## config.mk

```make
export PLATFORM = sky130hd
export DESIGN_NAME = data_io_wide_flat
export DESIGN_NICKNAME = d
export VERILOG_FILES = /design/src/rtl/data_io_wide_if.sv /design/src/rtl/data_io_wide.sv /design/src/flat_wrapper.sv
export SDC_FILE = /design/constraint.sdc
export NUM_CORES = 1
export LEC_CHECK = 0
export BUFFER_PORTS_ARGS = -buffer_cell sky130_fd_sc_hd__buf_2
export CORE_UTILIZATION = 60
export DETAILED_ROUTE_END_ITERATION = 7
export GPL_ROUTABILITY_DRIVEN = 1
export MAX_ROUTING_LAYER = met4
export PLACE_DENSITY = 0.9
export SLEW_MARGIN = 15
export SYNTH_ARGS = -nofsm -noshare
export SYNTH_HDL_FRONTEND = slang
export SYNTH_SLANG_ARGS = --single-unit
```

## constraint.sdc

```tcl
create_clock -name clk_sys -period 4.7 [get_ports clk_sys]
set_input_delay 1.175 -clock clk_sys [delete_from_list [all_inputs] [get_ports clk_sys]]
set_output_delay 1.175 -clock clk_sys [all_outputs]
set_load 0.01 [all_outputs]
```

## src/rtl/data_io_wide_if.sv

```systemverilog
// data_io_wide_if: download word handshake (wr/ack) between data_io_wide and the core memory writer.
interface data_io_wide_if #(parameter int DW = 16, parameter int AW = 25);
   logic            ioctl_wr;
   logic            ioctl_ack;
   logic [AW-1:0]   ioctl_addr;
   logic [DW-1:0]   ioctl_dout;
   logic [DW/8-1:0] ioctl_be;
   modport master(output ioctl_wr, ioctl_addr, ioctl_dout, ioctl_be, input ioctl_ack);
   modport slave(input ioctl_wr, ioctl_addr, ioctl_dout, ioctl_be, output ioctl_ack);
endinterface

```

## src/rtl/data_io_wide.sv

```systemverilog
// data_io_wide: oversampled SS2 SPI download port packing bytes into DW-bit words behind a FIFO.
// Optional file-info capture (command 0x56) is built only when DATA_IO_FILEINFO_EN is defined.
module data_io_wide #(
   parameter int            DW         = 16,
   parameter int            AW         = 25,
   parameter int            DEPTH      = 8,
   parameter logic [AW-1:0] START_ADDR = '0
) (
   input  logic        clk_sys,
   input  logic        reset,
   input  logic        SPI_SCK,
   input  logic        SPI_SS2,
   input  logic        SPI_DI,
   output logic        ioctl_download,
   output logic [7:0]  ioctl_index,
   output logic        ioctl_overflow,
   output logic [23:0] ioctl_fileext,
   output logic [31:0] ioctl_filesize,
   data_io_wide_if.master io
);
   localparam int BYTES = DW / 8;
   localparam int SW    = BYTES > 1 ? $clog2(BYTES) : 1;
   localparam int PW    = $clog2(DEPTH);
   typedef enum logic [1:0] {IDLE, ACTIVE, DRAIN} state_t;
   typedef struct packed {
      logic [AW-1:0]    addr;
      logic [BYTES-1:0] be;
      logic [DW-1:0]    data;
   } word_t;
   logic [2:0]       r_sck;
   logic [1:0]       r_ss, r_di;
   logic [3:0]       r_bit;
   logic [7:0]       r_sr, r_cmd, r_db;
   logic             r_dv;
   state_t           r_state, w_state_n;
   logic [DW-1:0]    r_data, w_pdata;
   logic [BYTES-1:0] r_be, w_pbe;
   logic [SW-1:0]    r_slot;
   logic [AW-1:0]    r_addr;
   word_t            r_mem [DEPTH];
   word_t            w_head;
   logic [PW-1:0]    r_wp, r_rp;
   logic [PW:0]      r_cnt;
   logic w_rise, w_cmd_done, w_data_done, w_start, w_end, w_pbyte;
   logic w_empty, w_full, w_pop, w_flush, w_push, w_wen;
   logic [7:0] w_byte;
   assign w_rise      = r_sck[1] & ~r_sck[2] & ~r_ss[1];
   assign w_byte      = {r_sr[6:0], r_di[1]};
   assign w_cmd_done  = w_rise && r_bit == 4'd7;
   assign w_data_done = w_rise && r_bit == 4'd15;
   always_ff @(posedge clk_sys) begin
      if (reset) begin
         r_sck       <= '0;
         r_ss        <= '1;
         r_di        <= '0;
         r_bit       <= '0;
         r_sr        <= '0;
         r_cmd       <= '0;
         r_db        <= '0;
         r_dv        <= 1'b0;
         ioctl_index <= '0;
      end else begin
         r_sck <= {r_sck[1:0], SPI_SCK};
         r_ss  <= {r_ss[0], SPI_SS2};
         r_di  <= {r_di[0], SPI_DI};
         r_dv  <= w_data_done;
         if (w_data_done) r_db <= w_byte;
         if (w_cmd_done) r_cmd <= w_byte;
         if (w_data_done && r_cmd == 8'h55) ioctl_index <= w_byte;
         if (r_ss[1]) r_bit <= '0;
         else if (w_rise) begin
            r_sr  <= w_byte;
            r_bit <= r_bit == 4'd15 ? 4'd8 : r_bit + 4'd1;
         end
      end
   end
`ifdef DATA_IO_FILEINFO_EN
   logic [7:0] r_bcnt;
   always_ff @(posedge clk_sys) begin
      if (reset) begin
         r_bcnt         <= '0;
         ioctl_fileext  <= '0;
         ioctl_filesize <= '0;
      end else begin
         if (r_ss[1]) r_bcnt <= '0;
         else if (w_data_done && r_bcnt != 8'hFF) r_bcnt <= r_bcnt + 8'd1;
         if (w_data_done && r_cmd == 8'h56) begin
            if (r_bcnt == 8'h08) ioctl_fileext[23:16] <= w_byte;
            if (r_bcnt == 8'h09) ioctl_fileext[15:8] <= w_byte;
            if (r_bcnt == 8'h0A) ioctl_fileext[7:0] <= w_byte;
            if (r_bcnt[7:2] == 6'h07) ioctl_filesize[{r_bcnt[1:0], 3'b000} +: 8] <= w_byte;
         end
      end
   end
`else
   assign ioctl_fileext  = '0;
   assign ioctl_filesize = '0;
`endif
   assign w_start = r_dv && r_cmd == 8'h53 && r_db[0];
   assign w_end   = r_dv && r_cmd == 8'h53 && !r_db[0];
   assign w_pbyte = r_dv && r_cmd == 8'h54 && r_state == ACTIVE;
   assign w_empty = r_cnt == '0;
   assign w_full  = r_cnt == (PW+1)'(DEPTH);
   assign w_pop   = !w_empty && io.ioctl_ack;
   // a drain flush never drops: it simply waits for room
   assign w_flush = r_state == DRAIN && |r_be && !w_full;
   assign w_push  = (w_pbyte && r_slot == SW'(BYTES - 1)) || w_flush;
   assign w_wen   = w_push && (!w_full || w_pop);
   always_comb begin
      w_pdata = r_data;
      w_pbe   = r_be;
      if (w_pbyte) begin
         w_pdata[{r_slot, 3'b000} +: 8] = r_db;
         w_pbe[r_slot] = 1'b1;
      end
   end
   always_comb begin
      w_state_n = w_start ? ACTIVE :
                  (r_state == ACTIVE && w_end) ? DRAIN :
                  (r_state == DRAIN && w_empty && !(|r_be)) ? IDLE : r_state;
   end
   always_ff @(posedge clk_sys) begin
      r_state <= reset ? IDLE : w_state_n;
   end
   always_ff @(posedge clk_sys) begin
      if (reset || w_start) begin
         r_data         <= '0;
         r_be           <= '0;
         r_slot         <= '0;
         r_addr         <= START_ADDR;
         r_wp           <= '0;
         r_rp           <= '0;
         r_cnt          <= '0;
         ioctl_overflow <= 1'b0;
      end else begin
         if (w_push) begin
            r_data <= '0;
            r_be   <= '0;
            r_slot <= '0;
            r_addr <= r_addr + AW'(BYTES);
         end else if (w_pbyte) begin
            r_data <= w_pdata;
            r_be   <= w_pbe;
            r_slot <= r_slot + SW'(1);
         end
         if (w_push && !w_wen) ioctl_overflow <= 1'b1;
         if (w_wen) r_wp <= r_wp + PW'(1);
         if (w_pop) r_rp <= r_rp + PW'(1);
         r_cnt <= r_cnt + (PW+1)'(w_wen) - (PW+1)'(w_pop);
      end
   end
   always_ff @(posedge clk_sys) begin
      if (w_wen) r_mem[r_wp] <= '{addr: r_addr, be: w_pbe, data: w_pdata};
   end
   assign w_head         = r_mem[r_rp];
   assign ioctl_download = r_state != IDLE;
   assign io.ioctl_wr    = !w_empty;
   assign io.ioctl_addr  = w_empty ? '0 : w_head.addr;
   assign io.ioctl_dout  = w_empty ? '0 : w_head.data;
   assign io.ioctl_be    = w_empty ? '0 : w_head.be;
endmodule

```

## src/flat_wrapper.sv

```systemverilog
// flat-port wrapper written by rule: the top's interface ports become plain ports
module data_io_wide_flat 
#(
   parameter int            DW         = 16,
   parameter int            AW         = 25,
   parameter int            DEPTH      = 8,
   parameter logic [AW-1:0] START_ADDR = '0
)
  (clk_sys, reset, SPI_SCK, SPI_SS2, SPI_DI, ioctl_download, ioctl_index, ioctl_overflow, ioctl_fileext, ioctl_filesize, io_ioctl_wr, io_ioctl_addr, io_ioctl_dout, io_ioctl_be, io_ioctl_ack);
  data_io_wide_if #(.DW(DW), .AW(AW)) io_i ();
  input  logic clk_sys;
  input  logic reset;
  input  logic SPI_SCK;
  input  logic SPI_SS2;
  input  logic SPI_DI;
  output logic ioctl_download;
  output logic [7:0] ioctl_index;
  output logic ioctl_overflow;
  output logic [23:0] ioctl_fileext;
  output logic [31:0] ioctl_filesize;
  output wire logic [$bits(io_i.ioctl_wr)-1:0] io_ioctl_wr;
  output wire logic [$bits(io_i.ioctl_addr)-1:0] io_ioctl_addr;
  output wire logic [$bits(io_i.ioctl_dout)-1:0] io_ioctl_dout;
  output wire logic [$bits(io_i.ioctl_be)-1:0] io_ioctl_be;
  input wire logic [$bits(io_i.ioctl_ack)-1:0] io_ioctl_ack;
  assign io_ioctl_wr = io_i.ioctl_wr;
  assign io_ioctl_addr = io_i.ioctl_addr;
  assign io_ioctl_dout = io_i.ioctl_dout;
  assign io_ioctl_be = io_i.ioctl_be;
  assign io_i.ioctl_ack = io_ioctl_ack;
  data_io_wide #(.DW(DW), .AW(AW), .DEPTH(DEPTH), .START_ADDR(START_ADDR)) u_core (.clk_sys(clk_sys), .reset(reset), .SPI_SCK(SPI_SCK), .SPI_SS2(SPI_SS2), .SPI_DI(SPI_DI), .ioctl_download(ioctl_download), .ioctl_index(ioctl_index), .ioctl_overflow(ioctl_overflow), .ioctl_fileext(ioctl_fileext), .ioctl_filesize(ioctl_filesize), .io(io_i));
endmodule
```

Word level (Yosys, flattened, before mapping):

Memories as Yosys holds them, arrays and structs flattened. A register that Yosys moved wholly into a read port is not among the register bits.
Index checks and enable logic that the tools add are counted.

* memory bits (writable): 344
* memories kept: 1
* bits in registers: 100
* logic and storage cells: 96
* output and inout port bits: 110

Memory list
* u_core.r_mem: words 8, width 43, read ports 1, clocked after Yosys merged registers in 1, wr ports 1, RTL line data_io_wide.sv:40 `word_t r_mem [DEPTH];`

* bitwise logic cells: 5
* reduce and logical (&&, ||, !) cells: 35
* equal/unequal tests: 8
* shift operators: 2
* muxes and demuxes: 16
* magnitude comparators: 2
* add/subtract/negate cells: 8

Operators by type and width (number)
* $mux 16: 2
* $add 25x2->25 const B: 1
* $mux 25: 1
* $eq 8x7->1 const B: 3
* $logic_and 1x1->1: 18
* $bwmux 16: 1
* $shift 8x6->16 const A: 1
* $shiftx 8x6->16: 1
* $eq 4x4->1 const B: 2
* $mux 2: 4
* $reduce_or 2->1: 4
* $add 3x1->3 const B: 2
* $mux 3: 2
* $neg 4->6: 1
* $logic_not 1->1: 5
* $add 4x1->4: 1
* $add 4x1->4 const B: 1
* $eq 4x3->1 const B: 1
* $logic_not 4->1: 1
* $mux 1: 4
* $mux 4: 1
* $reduce_bool 2->1: 2
* $sub 4x1->4: 1
* $logic_or 1x1->1: 3
* other kinds (11): 13

Logic depth before layout (Yosys ltp):

Gate-level depths: netlist of run 1.

* depth in word-level cells: 8
* mapped depth: 13

Worst setup path after synthesis of run 1:

Ideal clock, no wire load.

* kind: flip-flop to flip-flop
* start point: register u_core.r_cnt[2]
* end point: memory u_core.r_mem[4][0] (netlist bit) (enable)
* arrival: 2.900 ns
* library setup time: 0.404 ns
* cell stages (with the launch flop): 9
* clock period less this slack: 3.304 ns
* path slack: 1.396 ns
* path through: dfxtp_1 -> inv_1 -> ha_1 -> nor3b_1 -> or4b_2 -> buf_2 -> a21oi_2 -> buf_4 -> and4bb_1

* longest elaborated chain between the ends: 7
* elaborated cells between the ends (all ways): 11
* those cells by class: 1 x eq/ne; 2 x mux; 8 x reduce/logical

RTL lines
* start: declaration: RTL line data_io_wide.sv:43 `logic [PW:0] r_cnt;`
* start signal: assignment: RTL line data_io_wide.sv:149 `r_cnt <= r_cnt + (PW+1)'(w_wen) - (PW+1)'(w_pop);`
* $eq 4x4->1 / $logic_not 4->1 (equally long branches): RTL line data_io_wide.sv:103, data_io_wide.sv:102
* $logic_not 1->1 (on tied branches): RTL line data_io_wide.sv:106, data_io_wide.sv:108, data_io_wide.sv:104
* $logic_and 1x1->1 (on tied branches): RTL line data_io_wide.sv:106, data_io_wide.sv:104
* $logic_or 1x1->1 (on tied branches): RTL line data_io_wide.sv:107, data_io_wide.sv:108
* $logic_and 1x1->1 *: RTL line data_io_wide.sv:108 `assign w_wen = w_push && (!w_full || w_pop);`
* named net u_core.w_wen: RTL line data_io_wide.sv:45 `logic w_empty, w_full, w_pop, w_flush, w_push, w_wen;`
* $mux 1 *: RTL line data_io_wide.sv:153 `if (w_wen) r_mem[r_wp] <= '{addr: r_addr, be: w_pbe, data: w_pdata};`
* $mux 1 (implied by the code) *: RTL line data_io_wide.sv:153
* end: declaration: RTL line data_io_wide.sv:40

Mark *: on every way through the listed nets, which the timed path passes. The rest lies on a longest branch.

==> impl_metrics.env, run 1 <==
export IMPL_grt_use_met1_pct=35.8
export IMPL_cts_hold_buffers=0
export IMPL_critical_path_endpoint_category="output pin"
export IMPL_tightestPinTransition_ns=1.17
export IMPL_core_area_um2=28900
export IMPL_setup_worst_path_class="reg2out"
export IMPL_final_net_count=1168
export IMPL_wl_per_cell_um=25.0
export IMPL_grt_overflow_total=0
export IMPL_final_hold_violation_count=0
export IMPL_worst_path_fanout_max=28
export IMPL_max_slew_margin_rel_pct=21.1
export IMPL_fin_crit_sh_pct=85.8
export IMPL_shortest_clock_period_the_worst_path_allows_after_layout_ns=4.03
export IMPL_drive_gt1_share_pct=22.6
export IMPL_ff_latch_area_um2=12100
export IMPL_number_of_enable_flip_flop_cells_after_synthesis=336
export IMPL_die_width_um=174
export IMPL_yosys_warnings=0
export IMPL_layout_filler_cells=1748
export IMPL_cts_buffers_inserted=41
export IMPL_area_growth_syn_to_layout_pct=10.5
export IMPL_grt_max_degree=55
export IMPL_grt_first_pass_wirelength_um=59600
export IMPL_globalRouteMet3Util_pct=4.75
export IMPL_tritoncts="done"
export IMPL_cellPowerDensity_nw_per_um2=427
export IMPL_dp_hpwl_um=22100
export IMPL_firstDrtPassIters=6
export IMPL_clk_insertion_delay_late_ns=0.56
export IMPL_wl_um=39200
export IMPL_rr_startpoint="u_core.r_cnt[2]$_SDFF_PP0_"
export IMPL_drc=0
export IMPL_row_count=62
export IMPL_antennaDiodeCount=0
export IMPL_num_vias=9743
export IMPL_worst_ep_required_time_ns=3.52
export IMPL_number_of_maximum_capacitance_constraint_violations=0
export IMPL_post_cts_buffers=0
export IMPL_worst_setup_hold_path_clk_slew_ns=0.06
export IMPL_report_final_slew_viol_count=0
export IMPL_hp_start="u_core.r_ss[0]$_SDFF_PP1_"
export IMPL_setup_viol_count_final=0
export IMPL_synthTopCellsByCount="336 x sky130_fd_sc_hd__edfxtp_1, 102 x sky130_fd_sc_hd__dfxtp_1, 100 x sky130_fd_sc_hd__mux2i_1, 84 x sky130_fd_sc_hd__mux4_2, 80 x sky130_fd_sc_hd__nor2_1"
export IMPL_finalClockSkew_ns=0.0263
export IMPL_post_synth_main_area_contributors="sky130_fd_sc_hd__edfxtp_1 57%, sky130_fd_sc_hd__dfxtp_1 11%, sky130_fd_sc_hd__mux4_2 11%"
export IMPL_grt_usage_pct=27.4
export IMPL_floorplan_io_pins=116
export IMPL_synth_top_area_share_pct=56.7
export IMPL_total_leakage_power_nw=7.10
export IMPL_die_area_um2=30300
export IMPL_run_status="completed"
export IMPL_ir_worst_vdd_v=0.000270
export IMPL_yosys_register_bits=438
export IMPL_timing_hold_worst_class="reg2reg"
export IMPL_initialDrtViolationCount=1278
export IMPL_min_hold_slack_ns=0.420
export IMPL_viasPerCell=6.22
export IMPL_yosysSeqAreaShare_pct=68.2
export IMPL_timing_hold_worst_path_depth=1
export IMPL_die_h_um=174
export IMPL_first_global_vias=9795
export IMPL_finalCoreUtilization_pct=67.9
export IMPL_ant_nets=0
export IMPL_synth_cell_types=51
export IMPL_multiInputGateArea_um2=5190
export IMPL_clock_tree_root_cell="sky130_fd_sc_hd__clkbuf_16"
export IMPL_start_util_pct=61.5
export IMPL_post_synth_top_area_cell="sky130_fd_sc_hd__edfxtp_1"
export IMPL_timing_critical_path_from_type="register"
export IMPL_synth_top_flop_cell="sky130_fd_sc_hd__edfxtp_1"
export IMPL_globalRoute_busiestLayer="met2"
export IMPL_syn_mean_instance_area_um2=16.4
export IMPL_synth_cell_area_um2=17800
export IMPL_port_buffer_count=58
export IMPL_yosysMostFrequentCell="sky130_fd_sc_hd__edfxtp_1"
export IMPL_grt_antenna_before_repair=0
export IMPL_gp_congestion=0.773
export IMPL_final_setup_tns_ns=0
export IMPL_ctsLongestPathBuffers=3
export IMPL_rsz0062_at_grt="false"
export IMPL_clock_sinks=438
export IMPL_postCtsResizedCells=0
export IMPL_grt_util_met2_pct=43.6
export IMPL_critical_path_arrival_ns=2.86
export IMPL_cts_htree_levels=2
export IMPL_rr_worst_depth=7
export IMPL_fmax_mhz=248
export IMPL_async_flop_share_pct=0
export IMPL_syn_instance_count=1085
==> metal layers <==
metal	vias up	share of wire (%)
met1	4899	38
met2	612	50
li1	4131	-
met3	101	9.2
met4	0	3.5
met5	-	0
==> cell usage in the layout, fill, tap and decap left out, types with 3 or more instances in the layout <==
cell type,count
sky130_fd_sc_hd__and4_1,4
sky130_fd_sc_hd__buf_2,58
sky130_fd_sc_hd__o21ai_0,4
sky130_fd_sc_hd__mux2i_1,100
sky130_fd_sc_hd__conb_1,57
sky130_fd_sc_hd__buf_4,17
sky130_fd_sc_hd__or2_2,4
sky130_fd_sc_hd__xor2_1,4
sky130_fd_sc_hd__clkbuf_16,41
sky130_fd_sc_hd__inv_1,14
sky130_fd_sc_hd__nand3_1,10
sky130_fd_sc_hd__and4b_2,3
sky130_fd_sc_hd__nor2b_1,15
sky130_fd_sc_hd__ha_1,10
sky130_fd_sc_hd__nand4_1,11
sky130_fd_sc_hd__clkinv_2,6
sky130_fd_sc_hd__mux2_2,8
sky130_fd_sc_hd__clkinv_1,11
sky130_fd_sc_hd__nor3_1,5
sky130_fd_sc_hd__nor2_1,80
sky130_fd_sc_hd__clkbuf_1,6
sky130_fd_sc_hd__mux4_2,84
sky130_fd_sc_hd__a21oi_1,14
sky130_fd_sc_hd__and2_1,3
sky130_fd_sc_hd__and3_1,14
sky130_fd_sc_hd__nand2_1,62
sky130_fd_sc_hd__buf_12,5
sky130_fd_sc_hd__nand2b_1,41
sky130_fd_sc_hd__edfxtp_1,336
sky130_fd_sc_hd__a211oi_2,8
sky130_fd_sc_hd__dfxtp_1,99
sky130_fd_sc_hd__a2111oi_2,5
==> layout make-up <==
class	instances	share of cell area, %
sequential	438	61.8
multi-input combinational	576	26.4
clock buffer	49	5.47
timing repair buffer	80	2.64
tap	384	2.44
clock inverter	25	0.999
inverter	14	0.267
==> final timing paths <==
| check | to | slack, ns |
|---|---|---|
| min | u_core.r_ss[1]$_SDFF_PP1_ | 0.42 |
| max | io_ioctl_addr[2] | 0.67 |
| min reg2reg | u_core.r_ss[1]$_SDFF_PP1_ | 0.42 |
| max reg2reg | u_core.r_mem[4][6]$_DFFE_PP_ | 0.93 |
==> through the flow <==
| step | cells | power (mW) | cell area [µm²] | setup slack [ns] |
|---|---|---|---|---|
| global route | 1566 | 8.64 | 19700 | 0.487 |
| detailed placement | 1492 | 5.29 | 18400 | 1.03 |
| floorplan | 1141 | 5.08 | 18000 | 1.40 |
| global placement | 1492 | 5.26 | 18400 | 1.11 |
| CTS | 1566 | 8.41 | 19600 | 0.593 |
| finish | 1566 | 8.38 | 19700 | 0.670 |
==> power by group <==
part           internal (mW)  leakage, nW  switching (mW)
clock network           1.75        0.619            1.41
logic                  0.516         2.07           0.503
registers               4.13         4.41          0.0716
==> worst max-delay path: stages, from the launching register on <==
cell and delay, ns:
sky130_fd_sc_hd__dfxtp_4 0.74, sky130_fd_sc_hd__buf_4 0.46, sky130_fd_sc_hd__mux4_2 0.60, sky130_fd_sc_hd__mux2i_1 0.28, sky130_fd_sc_hd__nor2_1 0.06, sky130_fd_sc_hd__buf_2 0.15
==> kinds of logic (layout without fill, tap and decap cells) <==
family          count (synthesis)  count (layout)  synth area share (%)
fa+ha+maj                      11              11                 0.816
flops                         438             438                  68.2
other cells                     1              57                0.0211
compound gates                 38              38                  1.82
xor+xnor                        6               6                 0.295
buf+inv                       127             168                  4.06
mux                           192             192                  16.8
simple gates                  272             272                  8.01
==> sequential cells by signal, summed over array words and instances (netlist names), 4 cells and up, named ones only <==
register and flops:
u_core.r_mem 336, u_core.r_addr 24, u_core.r_data 16, u_core.ioctl_index 8, u_core.r_cmd 8, u_core.r_db 8, u_core.r_sr 7, u_core.r_bit 4
u_core.r_cnt 4
(Power assumes the default switching activity.)
==> run 2: changes to the inputs <==
--- a/config.mk
+++ b/config.mk
@@ -10,7 +10,7 @@
 export DETAILED_ROUTE_END_ITERATION = 7
 export GPL_ROUTABILITY_DRIVEN = 1
 export MAX_ROUTING_LAYER = met4
-export PLACE_DENSITY = 0.9
+export PLACE_DENSITY = 0.89
 export SLEW_MARGIN = 15
 export SYNTH_ARGS = -nofsm -noshare
 export SYNTH_HDL_FRONTEND = slang
==> run 2 against run 1 <==
Power grew 0.30%. Combinational power is essentially flat. Worst setup slack gained 0.18 ns.
==> impl_metrics.env, run 2 (same netlist as run 1, synthesis figures left out) <==
export IMPL_critical_path_arrival_ns=2.68
export IMPL_core_area_um2=28900
export IMPL_max_slew_margin_rel_pct=21.7
export IMPL_clk_insertion_delay_late_ns=0.54
export IMPL_cellPowerDensity_nw_per_um2=427
export IMPL_final_setup_tns_ns=0
export IMPL_grt_max_degree=55
export IMPL_final_hold_violation_count=0
export IMPL_timing_critical_path_from_type="register"
export IMPL_largestRegisters="u_core.r_mem: 336 flops, u_core.r_addr: 24 flops, u_core.r_data: 16 flops"
export IMPL_finalClockSkew_ns=0.0165
export IMPL_worst_ep_required_time_ns=3.52
export IMPL_layout_cells_most_common_list="336 x sky130_fd_sc_hd__edfxtp_1, 100 x sky130_fd_sc_hd__mux2i_1, 99 x sky130_fd_sc_hd__dfxtp_1"
export IMPL_fin_crit_sh_pct=82.0
export IMPL_final_design_area_no_fill_um2=19700
export IMPL_setup_reg_to_reg_worst_slack_ns=1.00
export IMPL_tightestPinTransition_ns=1.17
export IMPL_first_global_vias=9431
export IMPL_drive_gt1_share_pct=23.3
export IMPL_clock_tree_root_cell="sky130_fd_sc_hd__clkbuf_16"
export IMPL_area_growth_syn_to_layout_pct=10.7
export IMPL_setup_worst_path_class="reg2out"
export IMPL_ant_nets=0
export IMPL_die_h_um=174
export IMPL_shortest_clock_period_the_worst_path_allows_after_layout_ns=3.85
export IMPL_grt_overflow_total=0
export IMPL_worst_setup_hold_path_clk_slew_ns=0.06
export IMPL_grt_usage_pct=25.1
export IMPL_total_leakage_power_nw=7.13
export IMPL_setup_viol_count_final=0
export IMPL_die_width_um=174
export IMPL_drc=0
export IMPL_grt_first_pass_wirelength_um=55300
export IMPL_final_net_count=1171
export IMPL_tritoncts="done"
export IMPL_cts_htree_levels=2
export IMPL_run_status="completed"
export IMPL_report_final_slew_viol_count=0
export IMPL_wl_um=36300
export IMPL_post_cts_buffers=0
export IMPL_clock_sinks=438
export IMPL_top_register_by_number_of_flip_flops="u_core.r_mem"
export IMPL_gp_congestion=0.787
export IMPL_num_vias=9482
export IMPL_layout_cells_most_common="sky130_fd_sc_hd__edfxtp_1"
export IMPL_postCtsResizedCells=0
export IMPL_viasPerCell=6.03
export IMPL_floorplan_io_pins=116
export IMPL_cts_buffers_inserted=42
export IMPL_critical_path_endpoint_category="output pin"
export IMPL_fmax_mhz=259
export IMPL_antennaDiodeCount=0
export IMPL_hp_start="u_core.r_ss[0]$_SDFF_PP1_"
export IMPL_post_place_cell_area_um2=18400
export IMPL_ir_worst_vdd_v=0.000359
export IMPL_port_buffer_count=58
export IMPL_cts_hold_buffers=0
export IMPL_die_area_um2=30300
export IMPL_ctsLongestPathBuffers=3
export IMPL_finalCoreUtilization_pct=68.0
export IMPL_grt_antenna_before_repair=0
export IMPL_worst_path_fanout_max=54
export IMPL_start_util_pct=61.5
export IMPL_layout_filler_cells=1793
export IMPL_initialDrtViolationCount=1079
export IMPL_timing_hold_worst_class="reg2reg"
export IMPL_rsz0062_at_grt="false"
export IMPL_rr_startpoint="u_core.r_cnt[2]$_SDFF_PP0_"
export IMPL_wl_per_cell_um=23.1
export IMPL_dp_hpwl_um=21800
export IMPL_post_layout_total_power_mw=8.41
export IMPL_number_of_maximum_capacitance_constraint_violations=0
export IMPL_row_count=62
export IMPL_firstDrtPassIters=5
export IMPL_largest_register_ffs=336
run 2: per-layer routing:
| layer | vias up | routed length [µm] | global-route usage [%] |
|---|---|---|---|
| met3 | 106 | 2970 | 3.98 |
| met2 | 526 | 18200 | 40.5 |
| met5 | - | 0 | - |
| met1 | 4710 | 13900 | 32.6 |
| met4 | 0 | 1280 | 9.36 |
| li1 | 4140 | - | - |
run 2: area by class of cell:
| class | count | area, µm² | share of cell area, % |
|---|---|---|---|
| inverters | 14 | 52.6 | 0.267 |
| well taps | 384 | 480 | 2.44 |
| repair buffers | 82 | 495 | 2.52 |
| clock inverters | 17 | 148 | 0.750 |
| clock buffers | 61 | 1170 | 5.96 |
| flip-flops and latches | 438 | 12100 | 61.7 |
| multi-input cells | 576 | 5190 | 26.4 |
run 2: worst paths after layout:
path | to | cells past startpoint
setup / recovery | io_ioctl_addr[21] | 5
hold / removal | u_core.r_ss[1]$_SDFF_PP1_ | 1
setup reg to reg | u_core.r_mem[3][41]$_DFFE_PP_ | 7
hold reg to reg | u_core.r_ss[1]$_SDFF_PP1_ | 1
run 2: per-stage QoR:
step / std cells / setup slack, ns / hold slack [ns]
after global placement: 1494 / 1.08 / 0.394
after floorplan: 1141 / 1.40 / 0.389
final: 1572 / 0.846 / 0.415
after global routing: 1572 / 0.732 / 0.440
after CTS: 1572 / 0.806 / 0.420
after detailed placement: 1494 / 1.02 / 0.405
run 2: report_power, final:
group / total [mW] / switching [mW] / internal [mW]
clock network: 3.22 / 1.41 / 1.81
logic: 0.998 / 0.474 / 0.524
registers: 4.19 / 0.0632 / 4.13
total: 8.41 / 1.95 / 6.46
run 2: worst max-delay path: stages, from the launching register on:
cell and delay, ns:
sky130_fd_sc_hd__dfxtp_4 0.87, sky130_fd_sc_hd__buf_4 0.43, sky130_fd_sc_hd__mux4_2 0.38, sky130_fd_sc_hd__mux2i_1 0.19, sky130_fd_sc_hd__nor2_1 0.06, sky130_fd_sc_hd__buf_2 0.15
==> run 3: changes to the inputs <==
==> constraint.sdc (replaced) <==
create_clock -name clk_sys -period 3.86 [get_ports clk_sys]
set_input_delay 0.965 -clock clk_sys [delete_from_list [all_inputs] [get_ports clk_sys]]
set_output_delay 0.965 -clock clk_sys [all_outputs]
set_load 0.01 [all_outputs]
==> run 3 against run 2 <==
Wire length is 1.6% lower. Design area is 0.57% higher. Non-clock buffer count is 5 higher. Largest cell class unchanged.
==> impl_metrics.env, run 3 (same netlist as run 1, synthesis figures left out) <==
export IMPL_area_growth_syn_to_layout_pct=11.3
export IMPL_die_area_um2=30300
export IMPL_setup_viol_count_final=0
export IMPL_worst_path_largest_cell_delay_ns=0.57
export IMPL_cts_buffers_inserted=41
export IMPL_grt_max_degree=54
export IMPL_first_global_vias=9537
export IMPL_viasPerCell=6.01
export IMPL_post_cts_buffers=0
export IMPL_firstDrtPassIters=5
export IMPL_critical_path_top_delay_family="multiplexers"
export IMPL_postCtsResizedCells=0
export IMPL_clk_insertion_delay_late_ns=0.55
export IMPL_wl_um=35800
export IMPL_critical_path_slowest_cell="sky130_fd_sc_hd__dfxtp_4"
export IMPL_hp_start="u_core.r_ss[0]$_SDFF_PP1_"
export IMPL_layout_filler_cells=1770
export IMPL_setup_worst_path_class="reg2out"
export IMPL_shortest_clock_period_the_worst_path_allows_after_layout_ns=3.50
export IMPL_die_h_um=174
export IMPL_tritoncts="done"
export IMPL_die_width_um=174
export IMPL_num_vias=9447
export IMPL_gp_congestion=0.780
export IMPL_floorplan_io_pins=116
export IMPL_layout_cells_most_common_list="336 x sky130_fd_sc_hd__edfxtp_1, 100 x sky130_fd_sc_hd__mux2i_1, 99 x sky130_fd_sc_hd__dfxtp_1"
export IMPL_timing_hold_worst_class="reg2reg"
export IMPL_layout_cells_most_common="sky130_fd_sc_hd__edfxtp_1"
export IMPL_cp_buffers_inverters=3
export IMPL_finalCoreUtilization_pct=68.4
export IMPL_row_count=62
export IMPL_report_final_slew_viol_count=0
export IMPL_timing_critical_path_from_type="register"
export IMPL_ir_worst_vdd_v=0.000310
export IMPL_rr_startpoint="u_core.r_cnt[2]$_SDFF_PP0_"
export IMPL_rsz0062_at_grt="false"
export IMPL_grt_antenna_before_repair=0
export IMPL_ant_nets=0
export IMPL_multiInputGateArea_um2=5190
export IMPL_min_hold_slack_ns=0.409
export IMPL_final_net_count=1175
export IMPL_top_register_by_number_of_flip_flops="u_core.r_mem"
export IMPL_initialDrtViolationCount=965
export IMPL_worst_setup_hold_path_clk_slew_ns=0.06
export IMPL_post_layout_total_power_mw=10.2
export IMPL_grt_overflow_total=0
export IMPL_total_leakage_power_nw=7.16
export IMPL_clock_sinks=438
export IMPL_start_util_pct=61.5
export IMPL_core_area_um2=28900
export IMPL_critical_path_endpoint_category="output pin"
export IMPL_port_buffer_count=58
export IMPL_cts_htree_levels=2
export IMPL_max_slew_margin_rel_pct=51.0
export IMPL_ff_latch_area_um2=12100
export IMPL_dp_cell_count=1499
export IMPL_final_hold_violation_count=0
export IMPL_clock_tree_root_cell="sky130_fd_sc_hd__clkbuf_16"
export IMPL_worst_ep_required_time_ns=2.89
export IMPL_fmax_mhz=285
export IMPL_final_setup_tns_ns=0
export IMPL_drc=0
export IMPL_run_status="completed"
export IMPL_grt_usage_pct=25.0
export IMPL_drive_gt1_share_pct=23.5
export IMPL_antennaDiodeCount=0
export IMPL_wl_per_cell_um=22.7
export IMPL_worst_path_fanout_max=17
export IMPL_fin_crit_sh_pct=90.8
export IMPL_cts_hold_buffers=0
export IMPL_largest_register_ffs=336
export IMPL_largestRegisters="u_core.r_mem: 336 flops, u_core.r_addr: 24 flops, u_core.r_data: 16 flops"
export IMPL_dp_hpwl_um=21100
export IMPL_crit_path_cell_trace="buf_12 > buf_4 > mux4_2 > mux2i_1 > nor2_1 > buf_2"
export IMPL_finalClockSkew_ns=0.0311
export IMPL_ctsLongestPathBuffers=3
export IMPL_tightestPinTransition_ns=0.729
export IMPL_final_cells=1573
export IMPL_cellPowerDensity_nw_per_um2=517
export IMPL_number_of_maximum_capacitance_constraint_violations=0
export IMPL_critical_path_arrival_ns=2.54
export IMPL_grt_first_pass_wirelength_um=55500
run 3: changes by cell type in the layout (fill, tap and decap cells not counted), sizes merged:
cell	delta
clkinv	+3
bufinv	+1
clkbuf	-8
buf	+5
run 3: final timing paths:
path | to | slack, ns | cells past startpoint
setup reg to reg | u_core.r_mem[0][17]$_DFFE_PP_ | 0.77 | 7
hold reg to reg | u_core.r_ss[1]$_SDFF_PP1_ | 0.41 | 1
hold / removal | u_core.r_ss[1]$_SDFF_PP1_ | 0.41 | 1
setup / recovery | io_ioctl_dout[1] | 0.36 | 6
run 3: area by class of cell:
type                            count  area share (%)
Clock inverter                     21           0.992
Tap cell                          384            2.43
Inverter                           14           0.265
Sequential cell                   438            61.3
Multi-Input combinational cell    576            26.2
Clock buffer                       53            5.61
Timing Repair Buffer               87            3.14
run 3: routing by layer:
| metal | part of all wire (%) | GRT usage [%] |
|---|---|---|
| met1 | 40 | 31.9 |
| met2 | 51 | 41.3 |
| met3 | 6.6 | 3.94 |
| met4 | 2.5 | 7.75 |
| met5 | 0 | - |
run 3: power breakdown:
| part | switching, mW | internal [mW] | leakage (nW) |
|---|---|---|---|
| sequential | 0.0573 | 5.03 | 4.41 |
| combinational | 0.593 | 0.660 | 2.11 |
| clock | 1.71 | 2.19 | 0.634 |
| total | 2.37 | 7.88 | 7.16 |
run 3: stage by stage:
| step | worst slack [ns] | instance area, µm² |
|---|---|---|
| 6_report | 0.356 | 19800 |
| 4_1_cts | 0.303 | 19800 |
| 5_1_grt | 0.216 | 19800 |
| 2_1_floorplan | 0.556 | 18000 |
| 3_3_place_gp | 0.884 | 18500 |
| 3_5_place_dp | 0.842 | 18500 |
